[src/rtl/if_fetch_stage.sv]
// ============================================================================
// if_fetch_stage
// ----------------------------------------------------------------------------
// Instruction-fetch stage and IF/ID pipeline register of a 5-stage MIPS core.
//
// The stage holds the program counter, presents it to the instruction memory,
// and on each rising edge does one of the following:
//   - latches {pc+4, fetched instruction} into IF/ID and advances pc,
//   - holds everything while the ID stage reports a hazard, or
//   - redirects pc to an ID-resolved branch/jump target and squashes the
//     wrong-path fetch.
// The core has no branch delay slot, so every taken redirect costs exactly one
// squashed IF/ID slot.
//
// Parameters:
//   RESET_PC  PC loaded on reset.
//   NOP_INST  Encoding written into IF/ID on reset and on a squash.
//
// Ports:
//   clk               in   system clock, rising edge
//   rst               in   synchronous active-high reset
//   branchbubble      in   ID branch-operand hazard, stalls fetch
//   loaduse_bubble    in   load-use hazard, stalls fetch
//   id_branch_taken   in   conditional branch in ID resolved taken
//   id_branch_target  in   [31:0] branch target
//   id_jump           in   j/jal in ID
//   id_jump_target    in   [31:0] jump target
//   id_jr             in   jr/jalr in ID
//   id_jr_target      in   [31:0] forwarded rs value
//   imem_addr         out  [31:0] instruction-memory address (== pc)
//   imem_inst         in   [31:0] combinational read data for imem_addr
//   if_id_pc4         out  [31:0] PC+4 of the instruction held in IF/ID
//   if_id_inst        out  [31:0] instruction held in IF/ID
//   if_id_valid       out  IF/ID holds a real, non-squashed instruction
//   stall_cnt         out  [31:0] saturating count of stalled edges
//
// Build option:
//   IF_FETCH_STALLCNT_EN  When defined, stall_cnt is a saturating 32-bit
//                         counter of stalled (non-reset) edges, cleared by
//                         rst. When undefined, no counter is built and
//                         stall_cnt is tied to zero.
// ============================================================================

`default_nettype none

module if_fetch_stage #(
  parameter logic [31:0] RESET_PC = 32'h0000_3000,
  parameter logic [31:0] NOP_INST = 32'h0000_0000
) (
  input  logic        clk,
  input  logic        rst,

  // Hazard inputs from ID
  input  logic        branchbubble,
  input  logic        loaduse_bubble,

  // Redirect requests from ID
  input  logic        id_branch_taken,
  input  logic [31:0] id_branch_target,
  input  logic        id_jump,
  input  logic [31:0] id_jump_target,
  input  logic        id_jr,
  input  logic [31:0] id_jr_target,

  // Instruction memory
  output logic [31:0] imem_addr,
  input  logic [31:0] imem_inst,

  // IF/ID pipeline register
  output logic [31:0] if_id_pc4,
  output logic [31:0] if_id_inst,
  output logic        if_id_valid,

  // Diagnostics
  output logic [31:0] stall_cnt
);

  // --------------------------------------------------------------------------
  // State
  // --------------------------------------------------------------------------
  logic [31:0] pc;

  // --------------------------------------------------------------------------
  // Next-state decode
  // --------------------------------------------------------------------------
  logic        stall;
  logic        redirect;
  logic [31:0] redirect_target;
  logic [31:0] pc_plus4;

  assign stall    = branchbubble | loaduse_bubble;
  assign redirect = id_jr | id_jump | id_branch_taken;

  // 32-bit modulo add: 32'hFFFF_FFFC wraps to zero silently.
  assign pc_plus4 = pc + 32'd4;

  // jr beats jump beats branch. The word-alignment bits are cleared here so a
  // misaligned register value (jr) can never put pc off a word boundary.
  // NOTE: every signal assigned in always_comb gets a default first, so no
  // path through the block can leave it unassigned and infer a latch.
  always_comb begin
    redirect_target = id_branch_target;
    if (id_jr) begin
      redirect_target = id_jr_target;
    end else if (id_jump) begin
      redirect_target = id_jump_target;
    end
    redirect_target[1:0] = 2'b00;
  end

  assign imem_addr = pc;

  // --------------------------------------------------------------------------
  // PC and IF/ID register
  // --------------------------------------------------------------------------
  // A stall takes precedence over a redirect: while ID is stalled its branch
  // decision is based on stale operands, so the redirect is simply dropped and
  // ID re-presents it on the first cycle the stall is gone.
  // NOTE: state is written with non-blocking assignments so every register
  // samples the pre-edge values, independent of statement order.
  always_ff @(posedge clk) begin
    if (rst) begin
      pc          <= RESET_PC;
      if_id_inst  <= NOP_INST;
      if_id_pc4   <= 32'h0;
      if_id_valid <= 1'b0;
    end else if (stall) begin
      pc          <= pc;
      if_id_inst  <= if_id_inst;
      if_id_pc4   <= if_id_pc4;
      if_id_valid <= if_id_valid;
    end else if (redirect) begin
      // The instruction fetched this cycle is on the wrong path: squash it.
      pc          <= redirect_target;
      if_id_inst  <= NOP_INST;
      if_id_pc4   <= pc_plus4;
      if_id_valid <= 1'b0;
    end else begin
      pc          <= pc_plus4;
      if_id_inst  <= imem_inst;
      if_id_pc4   <= pc_plus4;
      if_id_valid <= 1'b1;
    end
  end

  // --------------------------------------------------------------------------
  // Stall counter (optional)
  // --------------------------------------------------------------------------
`ifdef IF_FETCH_STALLCNT_EN
  logic [31:0] stall_cnt_q;

  // Saturates instead of wrapping so a long-running count never reads as
  // a small number.
  always_ff @(posedge clk) begin
    if (rst) begin
      stall_cnt_q <= 32'h0;
    end else if (stall && (stall_cnt_q != 32'hFFFF_FFFF)) begin
      stall_cnt_q <= stall_cnt_q + 32'd1;
    end
  end

  assign stall_cnt = stall_cnt_q;
`else
  assign stall_cnt = 32'h0;
`endif

endmodule

`default_nettype wire

[config.mk]
export PLATFORM = sky130hd
export DESIGN_NAME = if_fetch_stage
export DESIGN_NICKNAME = d
export VERILOG_FILES = /design/src/rtl/if_fetch_stage.sv
export SDC_FILE = /design/constraint.sdc
export NUM_CORES = 1
export LEC_CHECK = 0
export CAP_MARGIN = 10
export CORE_MARGIN = 4
export CORE_UTILIZATION = 44
export DETAILED_ROUTE_END_ITERATION = 10
export GPL_TIMING_DRIVEN = 0
export MAX_ROUTING_LAYER = met4
export PLACE_DENSITY = 0.88
export SLEW_MARGIN = 15
export SYNTH_ARGS = -nofsm -noshare
export SYNTH_HDL_FRONTEND = slang
export SYNTH_SLANG_ARGS = --single-unit
[constraint.sdc]
create_clock -name clk -period 4.45 [get_ports clk]
set_input_delay 0.6675 -clock clk [delete_from_list [all_inputs] [get_ports clk]]
set_output_delay 0.6675 -clock clk [all_outputs]
set_load 0.05 [all_outputs]
After elaboration in Yosys (flattened, before gate mapping):

Index checks and enable logic that the tools add are counted.
Widths: inputs -> output; s select.

* $lt $le $gt $ge: 0
* mux-type cells: 5
* equality and inequality tests: 0
* multiply operators: 0
* bitwise gates (word level): 3
* shifts and indexed selects: 0
* add/subtract/negate cells: 1
* div/mod/pow operators: 0
* reduce and logical (&&, ||, !) cells: 0

Operators by type and width (count)
* $mux 32: 4
* $add 32x3->32 const B: 1
* $or 1x1->1: 3
* $mux 1: 1

* latch bits: 0
* ROM bits: 0
* memories kept: 0
* logic and storage cells: 13
* output and inout bits: 129
* bits in registers: 97
* RAM bits: 0
* input bits: 135

Logic depth before layout (Yosys ltp):

* depth after elaboration: 3
* gate-level depth with buffers: 8
* gate-level depth less buffers: 6

Worst setup path before layout:

OpenSTA, ideal clock, no wires.

* kind: register to register
* from: reg pc[2] (netlist: imem_addr[2])
* to: reg pc[26] (netlist: imem_addr[26])
* data arrival time: 2291 ps
* path buffers: 1
* setup slack: 2089 ps
* period minus slack after synthesis: 2361 ps
* required time: 4380 ps
* cell stages (with the launch flop): 8
* library setup time: 70 ps
* cells stage by stage: dfxtp_1 -> ha_1 -> nand4_1 -> nor4_2 -> buf_4 -> nand3_2 -> o32ai_1 -> o2bb2ai_1

* word-level cells in the longest chain between the ends: 2

Ends and longest elaborated chain
* start, declared: line 81 `logic [31:0] pc;`
* start signal, assigned: line 128 `pc <= pc;`
* start signal, assigned: line 134 `pc <= redirect_target;`
* start signal, assigned: line 139 `pc <= pc_plus4;`
* $add 32x3->32: line 95 `assign pc_plus4 = pc + 32'd4;`
* $mux 32: line 132 `end else if (redirect) begin`

Every way passes these cells.
A chain may end at the register's enable or synchronous reset.

Final worst setup path:

* from: in loaduse_bubble
* to: reg if_id_pc4[3]

* word-level cells in the longest chain between the ends: 1

Ends and longest elaborated chain
* start, declared: line 55 `input logic loaduse_bubble,`
* $or 1x1->1: line 91 `assign stall = branchbubble | loaduse_bubble;`
* end signal, assigned: line 130 `if_id_pc4 <= if_id_pc4;`
* end signal, assigned: line 136 `if_id_pc4 <= pc_plus4;`
* end signal, assigned: line 141 `if_id_pc4 <= pc_plus4;`
* end, declared: line 70 `output logic [31:0] if_id_pc4,`

Every way passes these cells.

==> summary.md <==
| Metric | Value |
|---|---|
| Worst slew margin | 42.2% |
| Clock Latency Late Sink | 340 ps |
| Clock transition at path regs | 70 ps |
| Fin crit share | 60.8% |
| Largest net degree at the start of global routing | 17 |
| Starting Density | 44.8% |
| CTS Sinks | 93 |
| Placer Congestion | 0.992 |
| Final wirelength | 19.5 mm |
| Final hold vios | 0 |
| Top_reg_cell synth | dfxtp_1 |
| R2R Setup Slk | 1880 ps |
| Initial antenna violation count | 0 |
| Crit path DAT | 2970 ps |
| Residual DRC | 0 |
| Die Footprint | 0.0134 mm2 |
| Commonest non-fill, non-tap cell in the layout | clkdlybuf4s50_1 |
| Status | completed |
| Final setup violation count | 0 |
| Post-Syn Area | 0.00512 mm2 |
| Fin nets | 1072 |
| Vias per std cell | 5.65 |
| Yosys top cell by area | dfxtp_1 |
| Vias in the first global route | 5731 |
| Max_cap viols | 0 |
| Fin util | 69.3% |
| Slew Limit Fails | 0 |
| Worst min path class | flip-flop to flip-flop |
| Grt ovf | 0 |
| Die width | 116 um |
| Layout fillers | 942 |
| Core Region | 0.0114 mm2 |
| # IOs | 264 |
| Avg Inst Size Synth | 7.62 um2 |
| Dpl hpwl | 15.1 mm |
| YS warnings | 0 |
| Overall routing resource usage | 28.3% |
| Min-Delay Endpoint | if_id_inst[25]$_SDFFE_PP0N_ |
| R2R Path Start | imem_addr[2]$_SDFFE_PP0N_ |
| Hold Path Cell Cnt | 2 |
| Deepest clock path buffer count | 2 |
| Reg2Reg Depth | 7 |
| Layout Skew | 8.73 ps |
| Die Y | 116 um |
| DRT antenna net count | 0 |
| CP Launch Type | input pin |
| Pwr dens | 291 mW/mm2 |
| Post-detailed-route wirelength per cell | 18.0 um |
| Hold Crit Start | if_id_inst[25]$_SDFFE_PP0N_ |
| First-pass GRT wire length | 29.0 mm |
| CP required | 4710 ps |
| Initial DRC Count | 567 |
| Total number of vias | 6120 |
| Share of the synthesized area in the top cell type | 36.4% |
| RSZ-0062 raised after global routing | no |
| Setup CP Type | input pin to flip-flop |
| Main area contributors after synthesis | dfxtp_1 (36%), a21oi_1 (7.9%), nand2_1 (5.9%), o21ai_0 (5.6%), buf_4 (5.4%) |
| Worst vdd ir | 0.168 mV |
| Register area share after synthesis | 36.4% |
| Commonest non-fill, non-tap cells in the layout | clkdlybuf4s50_1 (218), dfxtp_1 (93), nand2_1 (81), a21oi_1 (81), o21ai_0 (57) |
| Synth unique cells | 54 |
| Antenna cells | 0 |
| Fin crit period | 2710 ps |
| Number of flops mapped to enable cells by yosys | 0 |
| Crit end category | flip-flop |
| LEAKAGE | 2.86 nW |
| Hold_buf cts | 0 |
| Slew @ Worst Pin | 864 ps |
| Critical path peak fanout | 10 |
| Setup WS post-layout | 1740 ps |
| Hold slack | 450 ps |
| CTS tree | done |
| H-tree Lvls | 3 |
| IO buf count | 218 |
| CTS buffer count | 9 |
| DP Worst Slack | 1350 ps |
| Flops & latches, synth | 93 |
| Worst r2r dst | imem_addr[26]$_SDFFE_PP0N_ |
| Setup TNS | 0 ps |
| Root Buffer | clkbuf_16 |
| DRT Pass-1 Iters | 6 |
| Area Growth Syn to Fin | 54.5% |
| Share of cells above drive strength 1 | 7.87% |
| Achievable clock frequency | 369 MHz |
| Cell Rows | 39 |
| Post-cts resize count | 0 |
| Syn Inst Count | 672 |
| Pwr Total | 2.30 mW |
| Async S/R FF share, synth | 0% |
| Post-CTS setup buffer count | 0 |
-- worst max-delay path: stages --
cell,delay [ps]
clkdlybuf4s50_1,410
nor2_1,680
clkbuf_1,530
clkbuf_1,400
nand2_1,120
a21oi_1,150
-- synthesized netlist by cell type, types with 6 or more instances --
cell / count
nand2_1: 81
nand3_1: 47
nor2_1: 45
a21oi_1: 81
o32ai_1: 6
a211oi_1: 12
nor3_1: 10
a22oi_1: 14
buf_4: 37
o21ai_0: 57
nor4_1: 6
dfxtp_1: 93
xnor2_1: 13
buf_2: 8
a221oi_1: 10
clkbuf_1: 47
nand4_1: 11
xor2_1: 15
inv_1: 6
mux2i_1: 7
-- state kept, by name, indices dropped and copies added, names as in the netlist --
| register | cells |
|---|---|
| if_id_inst | 32 |
| if_id_pc4 | 30 |
| if_id_valid | 1 |
| imem_addr | 30 |
-- kinds of logic (layout without fill, tap and decap cells) --
kind of cell / after synthesis / count (layout) / share of synthesized area [%]
compound gates: 207 / 207 / 24.2
flops: 93 / 93 / 36.4
other cells: 1 / 36 / 0.0732
xor+xnor: 28 / 28 / 4.79
simple gates: 229 / 229 / 22.0
mux: 9 / 9 / 1.81
buf+inv: 104 / 337 / 10.6
fa+ha+maj: 1 / 1 / 0.244
-- worst max-delay path by stage --
stage	endpoint	slack (ps)	cells past startpoint	from
2_1_floorplan	imem_addr[26]$_SDFFE_PP0N_	2090	7	imem_addr[2]$_SDFFE_PP0N_
3_3_place_gp	if_id_pc4[19]$_SDFFE_PP0N_	1380	5	loaduse_bubble
3_5_place_dp	if_id_pc4[30]$_SDFFE_PP0N_	1350	5	loaduse_bubble
4_1_cts	if_id_pc4[30]$_SDFFE_PP0N_	1690	5	loaduse_bubble
5_1_grt	if_id_pc4[17]$_SDFFE_PP0N_	1640	5	loaduse_bubble
6_report	if_id_pc4[3]$_SDFFE_PP0N_	1740	6	loaduse_bubble
-- power breakdown --
| part | switching [mW] | internal, mW | leakage [nW] |
|---|---|---|---|
| Clock | 0.346 | 0.438 | 0.139 |
| Sequential | 0.0330 | 0.867 | 0.759 |
| Combinational | 0.374 | 0.242 | 1.96 |
-- per-layer routing --
metal / up-vias / share of wire [%] / global-route usage, %
met2: 414 / 48 / 47.2
met4: 0 / 3.8 / 11.8
li1: 2870 / - / -
met5: - / 0 / -
met3: 76 / 11 / 4.96
met1: 2760 / 38 / 33.7
-- stage by stage --
stage,std cells,cell area [um2]
6_report,1083,7910
5_1_grt,1083,7910
4_1_cts,1083,7910
3_5_place_dp,1068,7610
3_3_place_gp,1068,7610
2_1_floorplan,707,5250
-- layout make-up --
| class | count | area (um2) | area share (%) |
|---|---|---|---|
| plain buffers | 97 | 514 | 6.50 |
| clock buffers | 9 | 225 | 2.85 |
| clock inverters | 6 | 71.3 | 0.902 |
| inverters | 7 | 26.3 | 0.332 |
| multi-input cells | 510 | 2850 | 36.0 |
| flip-flops and latches | 93 | 1860 | 23.5 |
| well taps | 143 | 179 | 2.26 |
| repair buffers | 218 | 2180 | 27.6 |
(Power assumes the default switching activity.)
